$ cat config.mk
export PLATFORM = sky130hd
export DESIGN_NAME = line_fifo_ctrl
export DESIGN_NICKNAME = d
export VERILOG_FILES = /design/src/rtl/nonogram_pkg.sv /design/src/rtl/stall_watchdog.sv /design/src/rtl/line_fifo_ctrl.sv
export SDC_FILE = /design/constraint.sdc
export NUM_CORES = 1
export LEC_CHECK = 0
export CAP_MARGIN = 20
export CORE_MARGIN = 2
export CORE_UTILIZATION = 40
export CTS_BUF_LIST = sky130_fd_sc_hd__clkbuf_8 sky130_fd_sc_hd__clkbuf_16
export DETAILED_ROUTE_END_ITERATION = 7
export DONT_BUFFER_PORTS = 1
export SETUP_SLACK_MARGIN = 0.1
export SLEW_MARGIN = 20
export SYNTH_ARGS = -nofsm -noshare
export SYNTH_HDL_FRONTEND = slang
export SYNTH_SLANG_ARGS = --single-unit
$ cat constraint.sdc
create_clock -name clk -period 4.1 [get_ports clk]
set_clock_uncertainty 0.05 [all_clocks]
set_input_delay 0.615 -clock clk [delete_from_list [all_inputs] [get_ports clk]]
set_output_delay 0.615 -clock clk [all_outputs]
set_load 0.01 [all_outputs]
$ cat src/rtl/nonogram_pkg.sv
// Shared definitions for the nonogram line pipeline.
// Phase encoding is visible on the phase port of line_fifo_ctrl.
package nonogram_pkg;

   localparam int LINE_WIDTH_DEF = 16;

   typedef enum logic [1:0] {
      PH_RECEIVE  = 2'd0,
      PH_SOLVE    = 2'd1,
      PH_TRANSMIT = 2'd2,
      PH_FLUSH    = 2'd3
   } phase_e;

endpackage

$ cat src/rtl/stall_watchdog.sv
// Idle-cycle watchdog: counts enabled cycles without a kick.
// expired is high on the LIMIT-th consecutive idle cycle.
module stall_watchdog #(
   parameter int LIMIT = 1_000_000
) (
   input  logic clk,
   input  logic rst,
   input  logic enable,
   input  logic kick,
   output logic expired
);

   localparam int CW = $clog2(LIMIT + 1);

   logic [CW-1:0] count;

   assign expired = enable && !kick &&
                    (count == CW'(LIMIT - 1));

   always_ff @(posedge clk or posedge rst) begin
      if (rst) begin
         count <= '0;
      end else if (!enable || kick) begin
         count <= '0;
      end else if (count != CW'(LIMIT)) begin
         count <= count + 1'b1;
      end
   end

endmodule

$ cat src/rtl/line_fifo_ctrl.sv
// Phase sequencer and write/read arbiter for the shared line FIFO.
// Tracks occupancy and raises sticky overflow/underflow/stall flags.
module line_fifo_ctrl
   import nonogram_pkg::*;
#(
   parameter int LINE_WIDTH   = LINE_WIDTH_DEF,
   parameter int DEPTH        = 1024,
   parameter int STALL_CYCLES = 1_000_000,
   parameter int FLUSH_CYCLES = 4
) (
   input  logic                         clk,
   input  logic                         rst,
   input  logic                         parse_write,
   input  logic [LINE_WIDTH-1:0]        parse_line,
   input  logic                         parsed,
   input  logic                         solve_write,
   input  logic [LINE_WIDTH-1:0]        solve_line,
   input  logic                         solve_next,
   input  logic                         solved,
   input  logic                         assembled,
   input  logic                         fifo_full,
   input  logic                         fifo_empty,
   output logic                         fifo_wr_en,
   output logic [LINE_WIDTH-1:0]        fifo_din,
   output logic                         fifo_rd_en,
   output logic                         fifo_srst,
   output logic [1:0]                   phase,
   output logic [$clog2(DEPTH+1)-1:0]   occupancy,
   output logic                         overflow_err,
   output logic                         underflow_err,
   output logic                         stall_err
);

   localparam int OW = $clog2(DEPTH + 1);
   localparam int FW = $clog2(FLUSH_CYCLES + 1);

   phase_e          state_q, state_d;
   logic [FW-1:0]   flush_q, flush_d;
   logic            enter_flush;
   logic            leave_tx;
   logic            in_recv, in_solve;
   logic            wr_req, wr_ok;
   logic [LINE_WIDTH-1:0] wr_word;
   logic            expired;

   assign in_recv  = (state_q == PH_RECEIVE);
   assign in_solve = (state_q == PH_SOLVE);

   assign wr_req  = (in_recv && parse_write) ||
                    (in_solve && solve_write);
   assign wr_word = in_solve ? solve_line : parse_line;
   assign wr_ok   = wr_req && !fifo_full &&
                    (occupancy < OW'(DEPTH));

   assign fifo_rd_en = !rst && in_solve &&
                       solve_next && !fifo_empty;
   assign fifo_srst  = rst || (state_q == PH_FLUSH);
   assign phase      = state_q;

   stall_watchdog #(
      .LIMIT (STALL_CYCLES)
   ) u_watchdog (
      .clk     (clk),
      .rst     (rst),
      .enable  (in_solve),
      .kick    (fifo_wr_en || fifo_rd_en),
      .expired (expired)
   );

   always_ff @(posedge clk or posedge rst) begin
      if (rst) begin
         state_q <= PH_RECEIVE;
         flush_q <= '0;
      end else begin
         state_q <= state_d;
         flush_q <= flush_d;
      end
   end

   always_comb begin
      state_d     = state_q;
      flush_d     = flush_q;
      enter_flush = 1'b0;
      leave_tx    = 1'b0;
      unique case (state_q)
         PH_RECEIVE: begin
            if (parsed) state_d = PH_SOLVE;
         end
         PH_SOLVE: begin
            if (solved || expired) begin
               state_d     = PH_FLUSH;
               flush_d     = '0;
               enter_flush = 1'b1;
            end
         end
         PH_FLUSH: begin
            if (flush_q == FW'(FLUSH_CYCLES - 1))
               state_d = PH_TRANSMIT;
            else
               flush_d = flush_q + 1'b1;
         end
         PH_TRANSMIT: begin
            if (assembled) begin
               state_d  = PH_RECEIVE;
               leave_tx = 1'b1;
            end
         end
         default: state_d = PH_RECEIVE;
      endcase
   end

   // Write register: word reaches the FIFO one cycle after acceptance
   always_ff @(posedge clk or posedge rst) begin
      if (rst) begin
         fifo_wr_en <= 1'b0;
         fifo_din   <= '0;
      end else begin
         fifo_wr_en <= wr_ok;
         if (wr_ok) fifo_din <= wr_word;
      end
   end

   always_ff @(posedge clk or posedge rst) begin
      if (rst) begin
         occupancy <= '0;
      end else if (enter_flush) begin
         occupancy <= '0;
      end else if (wr_ok && !fifo_rd_en) begin
         if (occupancy != OW'(DEPTH))
            occupancy <= occupancy + 1'b1;
      end else if (fifo_rd_en && !wr_ok) begin
         if (occupancy != '0)
            occupancy <= occupancy - 1'b1;
      end
   end

   always_ff @(posedge clk or posedge rst) begin
      if (rst) begin
         overflow_err  <= 1'b0;
         underflow_err <= 1'b0;
         stall_err     <= 1'b0;
      end else if (leave_tx) begin
         overflow_err  <= 1'b0;
         underflow_err <= 1'b0;
         stall_err     <= 1'b0;
      end else begin
         if (wr_req && !wr_ok)
            overflow_err <= 1'b1;
         if (in_solve && solve_next && fifo_empty)
            underflow_err <= 1'b1;
         if (in_solve && expired && !solved)
            stall_err <= 1'b1;
      end
   end

endmodule

==> reports/results.ini <==
[logic_synthesis]
synth_common_cells = dfrtp_1 (56), nand2_1 (30), nor2_1 (28), o21ai_0 (28), a21oi_1 (22)
synth-edff-count = 0
netlist_area_um2 = 3240
yosysMostFrequentCell = dfrtp_1
yosysWarningCount = 0
synthFlopType = dfrtp_1
ys_seq_area_share_pct = 43.2
synthCells = 342
syn_nets = 399
synth_top_cell_by_area = dfrtp_1
syn_area_per_cell_um2 = 9.49
synth_cell_types = 51
yosys-top-cells-area = dfrtp_1 (43%), mux2i_1 (5.9%), ha_1 (5.4%)
synth_top_area_share_pct = 43.2
synth-async-reset-ratio_pct = 100
synth-seq-cells = 56

[critical_path]
crit_arrival_ps = 3560
crit_path_max_incr_delay_ps = 490
r2r-start = phase[0]
crit_buf_inv = 2
cp-end-kind = register
crit_chain = mux2i_1, or4_1, nor2_4, inv_1, buf_4, ha_1, o211ai_1, o21ai_0, or3_1, a32o_1, a21oi_1
critPathTopFamily = simple AND/OR/NAND/NOR gates
r2r_end = occupancy[9]
slowest_stage = or4_1
critical_path.endpoint = occupancy[9]
cp.required_ps = 4310
crit_start = phase[0]
startpoint_type = register
rr_worst_depth = 11
crit_cells = 11
crit_type = reg2reg
worstPathMaxFanout = 17
reg2reg_slack_ps = 740

[min_path]
hold_path_class = in2async

[layout]
drive_gt1_share_pct = 7.04
fin_nets = 397
n_fill_cell = 773
post-route-cell-area_um2 = 3420
n_antenna_cell = 0
area_growth_pct = 5.32

[drt]
first_pass_iters = 4
viasPerCell = 5.68
drc = 0
wl_per_cell_um = 16.2
first_iter_violations = 76
routed_wl_um = 7170
antenna_left = 0
vias = 2516

[sta]
worst_pin_slew_ps = 860
clock.fmax_ghz = 0.298
timing.final.crit_share_pct = 81.9
fin_crit_ps = 3360
fin_setup_tns_ps = 0
rsz0062_at_grt = no
slew_violations = 0
setup_viol = 0
max_slew_margin_pct = 42.1
hold_viol = 0

[clock_network]
cts_buffer_depth = 2
tritoncts = yes
clk_pin_slew_ps = 120
cts_resized = 0
clock_latency_ps = 320
postCtsSetupBuffers = 0
cts_sinks = 56
cts_hold_buf = 0
cts-htree-levels = 2
cts_root_buffer = clkbuf_8
cts_buffers = 5

[die]
pin_count = 77
fp.dieH_um = 94.1
core_um2 = 7810
initial_utilization_pct = 41.6
rows = 32
dieArea_um2 = 8850
die_w_um = 94.1

[run_status]
outcome = complete, no violations

[placement]
placed_area_um2 = 3320
routabilityCongestion = 0.880
dp_hpwl_um = 5200
io_buffers = 0

[grt]
grt_pass1_vias = 2380
grtUsageTotal_pct = 16.9
grt_pass1_wl_um = 11700
antenna_found_initial = 0
grt_max_degree = 57
overflow = 0

[power]
peakVddDrop_mv = 0.207
power_leakage_uw = 0.00155
p_per_area_nw_per_um2 = 679

[job]
timing.max_cap.violations = 0

## cell type report
type                       count  area [µm²]  area share, %
inverter                      14        52.6           1.54
timing repair buffer           6        45.0           1.32
multi-input combinational    257        1690           49.5
sequential                    56        1400           41.0
clock inverter                 3        28.8          0.842
clock buffer                   5        68.8           2.01
tap                          102         128           3.73
## logic make-up (layout without fill, tap and decap cells)
kind of cell               after synthesis  count (layout)  synth area share (%)
and+or+nand+nor                        121             121                  18.8
AOI/OAI and AO/OA                       80              80                  15.5
DFF                                     56              56                  43.2
buffers and inverters                   29              28                  4.63
xor gates and xnor gates                21              21                  5.67
muxes                                   20              20                  6.21
adders and majority gates               15              15                  6.02
## report_power, final
part	total [µW]	switching, µW	internal (µW)	leakage (µW)
clock	338	208	130	0.0000511
sequential	904	199	706	0.000734
combinational	1080	607	469	0.000767
## cell usage in the layout, fill, tap and decap left out, types with 2 or more instances in the layout
cell type  instances
nor3_1            10
nand2_1           30
a211oi_1           3
and3_1             4
a31oi_1            2
o22a_1             2
nor3b_1            2
dfrtp_1           56
ha_1              14
o21a_1             2
nor4_1             5
nand4_1            5
o21ai_0           28
a211o_1            2
o211ai_1           2
nand3_1           18
xnor2_1            6
or3_1              5
inv_6              2
a21oi_1           22
buf_4              6
clkbuf_8           5
a21o_1             5
nor2_1            28
xor2_1            15
nand2b_1           4
mux2i_1           19
o22ai_1            2
inv_1             13
## how the worst min path moves through the flow
stage / startpoint / slack (ps) / endpoint / cells past startpoint
after floorplan: flush_q[2] / 400 / flush_q[2] / 1
after CTS: rst / 390 / u_watchdog.count[2] / 2
after global routing: rst / 430 / u_watchdog.count[2] / 2
after detailed placement: flush_q[2] / 420 / flush_q[2] / 1
final: rst / 350 / occupancy[0] / 2
after global placement: flush_q[2] / 410 / flush_q[2] / 1
## metal layers
layer  part of all wire [%]  track usage (%)  vias up
met2                     47             27.9       85
met4                   0.59             3.50        0
met1                     46             22.2     1215
met3                    6.0             4.57        4
li1                       -                -     1212
met5                      0                0        -
## sequential cells by signal (all words and copies together), names as in the netlist
register and count:
occupancy 11, overflow_err 1, stall_err 1, u_watchdog.count 20
fifo_wr_en 1, flush_q 3, fifo_din 16, underflow_err 1
phase 2
## stage by stage
stage / setup slack (ps) / util, % / hold WS, ps / total power, µW / cells
final: 742 / 43.8 / 346 / 2320 / 443
after detailed placement: 566 / 42.5 / 423 / 1990 / 435
after floorplan: 912 / - / 400 / 1780 / 342
after CTS: 761 / 43.8 / 393 / 2330 / 443
after global placement: 660 / 42.5 / 413 / 1980 / 435
after global routing: 500 / 43.8 / 427 / 2510 / 443
Note: power is estimated with default switching activity, not from simulation.
==> variant 1: new RTL, config.mk and constraints unchanged <==
Put one more register stage on the output `overflow_err`, cleared by the reset. The value now appears one clock later. The other outputs are not delayed to match.
--- a/src/rtl/line_fifo_ctrl.sv
+++ b/src/rtl/line_fifo_ctrl.sv
@@ -33,6 +33,8 @@
 
    localparam int OW = $clog2(DEPTH + 1);
    localparam int FW = $clog2(FLUSH_CYCLES + 1);
+
+   logic overflow_err_s0;
 
    phase_e          state_q, state_d;
    logic [FW-1:0]   flush_q, flush_d;
@@ -136,16 +138,16 @@
 
    always_ff @(posedge clk or posedge rst) begin
       if (rst) begin
-         overflow_err  <= 1'b0;
+         overflow_err_s0 <= 1'b0;
          underflow_err <= 1'b0;
          stall_err     <= 1'b0;
       end else if (leave_tx) begin
-         overflow_err  <= 1'b0;
+         overflow_err_s0 <= 1'b0;
          underflow_err <= 1'b0;
          stall_err     <= 1'b0;
       end else begin
          if (wr_req && !wr_ok)
-            overflow_err <= 1'b1;
+            overflow_err_s0 <= 1'b1;
          if (in_solve && solve_next && fifo_empty)
             underflow_err <= 1'b1;
          if (in_solve && expired && !solved)
@@ -153,5 +155,13 @@
       end
    end
 
+   always_ff @(posedge clk or posedge rst) begin
+      if (rst) begin
+         overflow_err <= '0;
+      end else begin
+         overflow_err <= overflow_err_s0;
+      end
+   end
+
 endmodule
 
Behaviour: not the same (a bounded check fails within 4 cycles, from zero or initial values and one cycle with rst high).
==> variant 1 against the original RTL <==
Wire length fell by 5.7%. Clock power rose by 92%. Sequential cell count rose by 1. Worst setup slack got worse by 0.14 ns. Design area rose by 2.2%. First-iteration DRC count rose by 11%. Via count fell by 5.0%. Total power rose by 7.3%. Synthesized area fell by 3.4%. Critical path type unchanged. Critical endpoint is now occupancy[10].
==> variant 1: results (changes against the original RTL) <==
Outcome
The run finished with clean final reports.

Placement
The HPWL after detailed placement is 4750 um (-8.6%). The count of input and output buffers came to 0 (unchanged). The instance count after placement with tap cells included was 423 (-2.8%).

The cell area reported after detailed placement was 0.00325 mm^2 (-2.1%). The minimum setup slack after placement was 0.611 ns (+0.0453 ns).

Synthesis
The number of cells produced by synthesis is 326 (-4.7%). By count the netlist is led by sky130_fd_sc_hd__dfrtp_1 (57), sky130_fd_sc_hd__nand2_1 (38), sky130_fd_sc_hd__nor2_1 (32), sky130_fd_sc_hd__o21ai_0 (22), sky130_fd_sc_hd__a21oi_1 (20). The number of nets produced by synthesis is 383 (-4.0%). The multiplexer area fraction after synthesis is 6.43% (+0.22 points). The compound-cell area share of the yosys netlist is 12.4% (-3.0 points).

The fraction of the yosys area taken by sequential cells is 45.5% (+2.3 points). The number of distinct library cells after synthesis was 49 (-3.9%). The xor and xnor fraction of the mapped netlist area is 6.99% (+1.3 points).

Detailed routing
The average wire length per cell after detail routing is 15.4 um (-4.8%). The detailed router's first-iteration violation count is 84 (+11%). The count of vias placed by the detailed router is 2,391 (-5.0%). The detailed-route wire length on metal 1 is 2920 um (-12%). The detailed-routed wire length on met2 is 3420 um (+1.8%).

CTS
The clock transition at the registers of the reported paths is 0.07 ns (-0.05 ns). The clock latency at the later pin of the worst-skew pair is 0.34 ns (+0.02 ns). The TritonCTS buffer count came to 9 (+4).

The sink count of the clock tree is 57 (+1.8%). The H-tree level count is 3 (+1).

Layout
The clock buffer count is 10 (+5). The share of the final layout cell area in sequential cells was 40.8% (-0.18 points). The share of final layout cell area taken by clock buffers and inverters is 6.98% (+4.1 points). The layout cell share with drive strength beyond 1 came to 8.90% (+1.9 points).

The number of filler cells placed in the layout is 723 (-6.5%). The filler-free cell count of the finished design is 439 (-0.90%). The net count of the finished layout is 389 (-2.0%). The count of non-CTS inverters in the layout is 10 (-4). The number of multi-input logic gates is 247 (-3.9%).

Global routing
The number of global-route vias before repair was 2,360 (-0.84%). The largest net degree at the start of global routing is 58 (+1.8%). The met1 usage came to 20.6% (-1.6 points).

The all-layer global routing usage was 16.8% (-0.077 points). The met3 usage in global routing is 4.80% (+0.23 points). The wire length of the first global-routing pass is 11,300 um (-3.5%). The met2 capacity usage during global routing is 27.7% (-0.12 points).

STA
The relative max-transition margin is 51.2% (+9.1 points).

Power
The worst voltage drop across the vdd grid is 0.000272 V (+31%). The total leakage power is 0.00158 uW (+1.9%). The power density normalized to cell area is 712 mW/mm^2 (+5.0%).

Critical path
The peak fanout along the critical path is 14 (-3). The critical path's slowest cell is sky130_fd_sc_hd__dfrtp_1. The largest stage delay on the critical path is 0.41 ns (-0.08 ns).

In this design, the largest share of critical-path delay is due to compound AO/OA/AOI/OAI gates.
## variant 1: changes by cell type in the layout (fill, tap and decap cells not counted), moves of 4 or more
| cell | delta |
|---|---|
| sky130_fd_sc_hd__nand2_1 | +8 |
| sky130_fd_sc_hd__xor2_1 | -7 |
| sky130_fd_sc_hd__o21ai_0 | -6 |
| sky130_fd_sc_hd__clkbuf_8 | +5 |
| sky130_fd_sc_hd__xnor2_1 | +11 |
| sky130_fd_sc_hd__nor3_1 | -5 |
| sky130_fd_sc_hd__nor2_1 | +4 |
## variant 1: final timing paths
check	from	end	slack, ns	depth (start not counted)
max	phase[1]	occupancy[10]	0.61	13
min	rst	underflow_err	0.33	2
max reg2reg	phase[1]	occupancy[10]	0.61	13
min reg2reg	overflow_err_s0	overflow_err	0.34	0
max in group asynchronous	rst	fifo_din[3]	3.19	2
min in group clk	overflow_err_s0	overflow_err	0.34	0
## variant 1: power by group
part	switching [uW]	internal, uW	leakage, uW
clock network	231	417	0.000124
logic	510	408	0.000711
registers	204	719	0.000747
==> variant 2: new RTL, same flow settings <==
Made on the original files. The parameter `DEPTH` goes from 1024 to 256.
--- a/src/rtl/line_fifo_ctrl.sv
+++ b/src/rtl/line_fifo_ctrl.sv
@@ -4,7 +4,7 @@
    import nonogram_pkg::*;
 #(
    parameter int LINE_WIDTH   = LINE_WIDTH_DEF,
-   parameter int DEPTH        = 1024,
+   parameter int DEPTH        = 256,
    parameter int STALL_CYCLES = 1_000_000,
    parameter int FLUSH_CYCLES = 4
 ) (
Interface: changed (resized occupancy); port bits go from 77 to 75. No check against the original RTL was run, so the function may have changed too.
==> variant 2 against the original RTL <==
Sequential cell count is 2 lower. Design area is 8.9% lower. Worst setup slack better by 0.056 ns. Total power is 8.0% lower. Wire length is 21% lower. First-iteration DRC count is 72% higher. Synthesized area is 11% lower. Highest routed layer unchanged.
==> variant 2: results (changes against the original RTL) <==
Outcome
The run finished with clean final reports.

Detailed routing
The detailed router's first-iteration violation count came to 131 (+72%). The count of vias placed by the detailed router came to 2,117 (-16%).

Global routing
The all-layer global routing usage came to 14.9% (-2.0 points). The met1 usage came to 20.3% (-1.9 points). The largest net degree at the start of global routing is 55 (-3.5%).

The met3 usage in global routing is 4.10% (-0.47 points). The met2 capacity usage during global routing is 23.7% (-4.1 points).

Synthesis
By area the synthesized netlist is led by sky130_fd_sc_hd__dfrtp_1 (47%), sky130_fd_sc_hd__mux2i_1 (6.3%), sky130_fd_sc_hd__nor2_1 (6.3%). The fraction of the yosys area taken by sequential cells came to 46.9% (+3.7 points). In the synthesized netlist, the cells that appear most often are sky130_fd_sc_hd__dfrtp_1 (54), sky130_fd_sc_hd__nor2_1 (48), sky130_fd_sc_hd__a21oi_1 (28), sky130_fd_sc_hd__mux2i_1 (18).

Placement
The HPWL after detailed placement came to 4020 um (-23%). The global placer's final weighted congestion was 0.783 (-11%).

Layout
The net count of the finished layout came to 354 (-11%).

Power
The worst voltage drop across the vdd grid is 0.000226 V (+9.0%). The total leakage power is 0.00139 uW (-11%).

Critical path
The largest stage delay on the critical path is 0.60 ns (+0.11 ns). The family with the most delay on the worst path is compound AO/OA/AOI/OAI gates. The critical path's slowest cell is sky130_fd_sc_hd__dfrtp_1.

The reg-to-reg setup timing slack is 0.80 ns (+0.06 ns). The number of cells on the worst reg-to-reg path came to 11 (unchanged). The data arrival time of the critical path was 3.47 ns (-0.09 ns).

STA
The final hold slack is 0.322 ns (-0.0236 ns). The slew of the pin with the lowest slew margin is 0.764 ns (-0.0961 ns).

CTS
The clock transition at the registers of the reported paths is 0.10 ns (-0.02 ns).
[variant 2: changes by cell type after synthesis, sizes merged, moves of 4 or more]
cell	before	now
nor3	10	6
xor2	15	10
nand2	30	16
xnor2	6	12
or3	6	2
nor2	29	48
o21ai	28	5
a21oi	22	28
buf	8	4
[variant 2: cell families (layout without fill, tap and decap cells)]
family / after synthesis / in the layout / synth area share [%]
muxes: 20 / 20 / 7.04
buffers and inverters: 24 / 26 / 3.26
xor gates and xnor gates: 22 / 22 / 6.69
adders and majority gates: 13 / 13 / 5.91
and+or+nand+nor: 115 / 115 / 19.7
AOI/OAI and AO/OA: 50 / 50 / 10.4
DFF: 54 / 54 / 46.9
[variant 2: final timing paths]
path / endpoint / startpoint
setup / recovery: occupancy[8] / phase[1]
hold / removal: underflow_err / rst
setup reg to reg: occupancy[8] / phase[1]
hold reg to reg: flush_q[2] / flush_q[2]
max in group asynchronous: u_watchdog.count[10] / rst
min in group clk: phase[1] / assembled
[variant 2: cell type report]
cell class,instances,area (um^2)
inverters,14,52.6
fillers,665,3760
well taps,96,120
clock inverters,3,47.5
multi-input cells,220,1440
repair buffers,4,30.0
clock buffers,5,68.8
flip-flops and latches,54,1350
[variant 2: report_power, final]
part	switching, uW	total [uW]	internal [uW]
clock network	187	372	185
logic	445	829	384
registers	239	932	693
total	871	2130	1260
[variant 2: through the flow]
step | std cells | setup slack (ns) | area, um^2 | total power (uW)
after detailed placement | 388 | 0.646 | 3000 | 1780
final | 396 | 0.798 | 3110 | 2130
after global routing | 396 | 0.548 | 3110 | 2330
after CTS | 396 | 0.816 | 3110 | 2150
after global placement | 388 | 0.787 | 3000 | 1750
after floorplan | 298 | 0.641 | 2880 | 1600
[variant 2: per-layer routing]
metal  vias up  part of all wire (%)  routed length (um)
li1       1042                     -                   -
met1       992                    48                2690
met2        76                    45                2510
met3         7                   6.9                 388
met4         0                  0.68                  38
met5         -                     0                   0
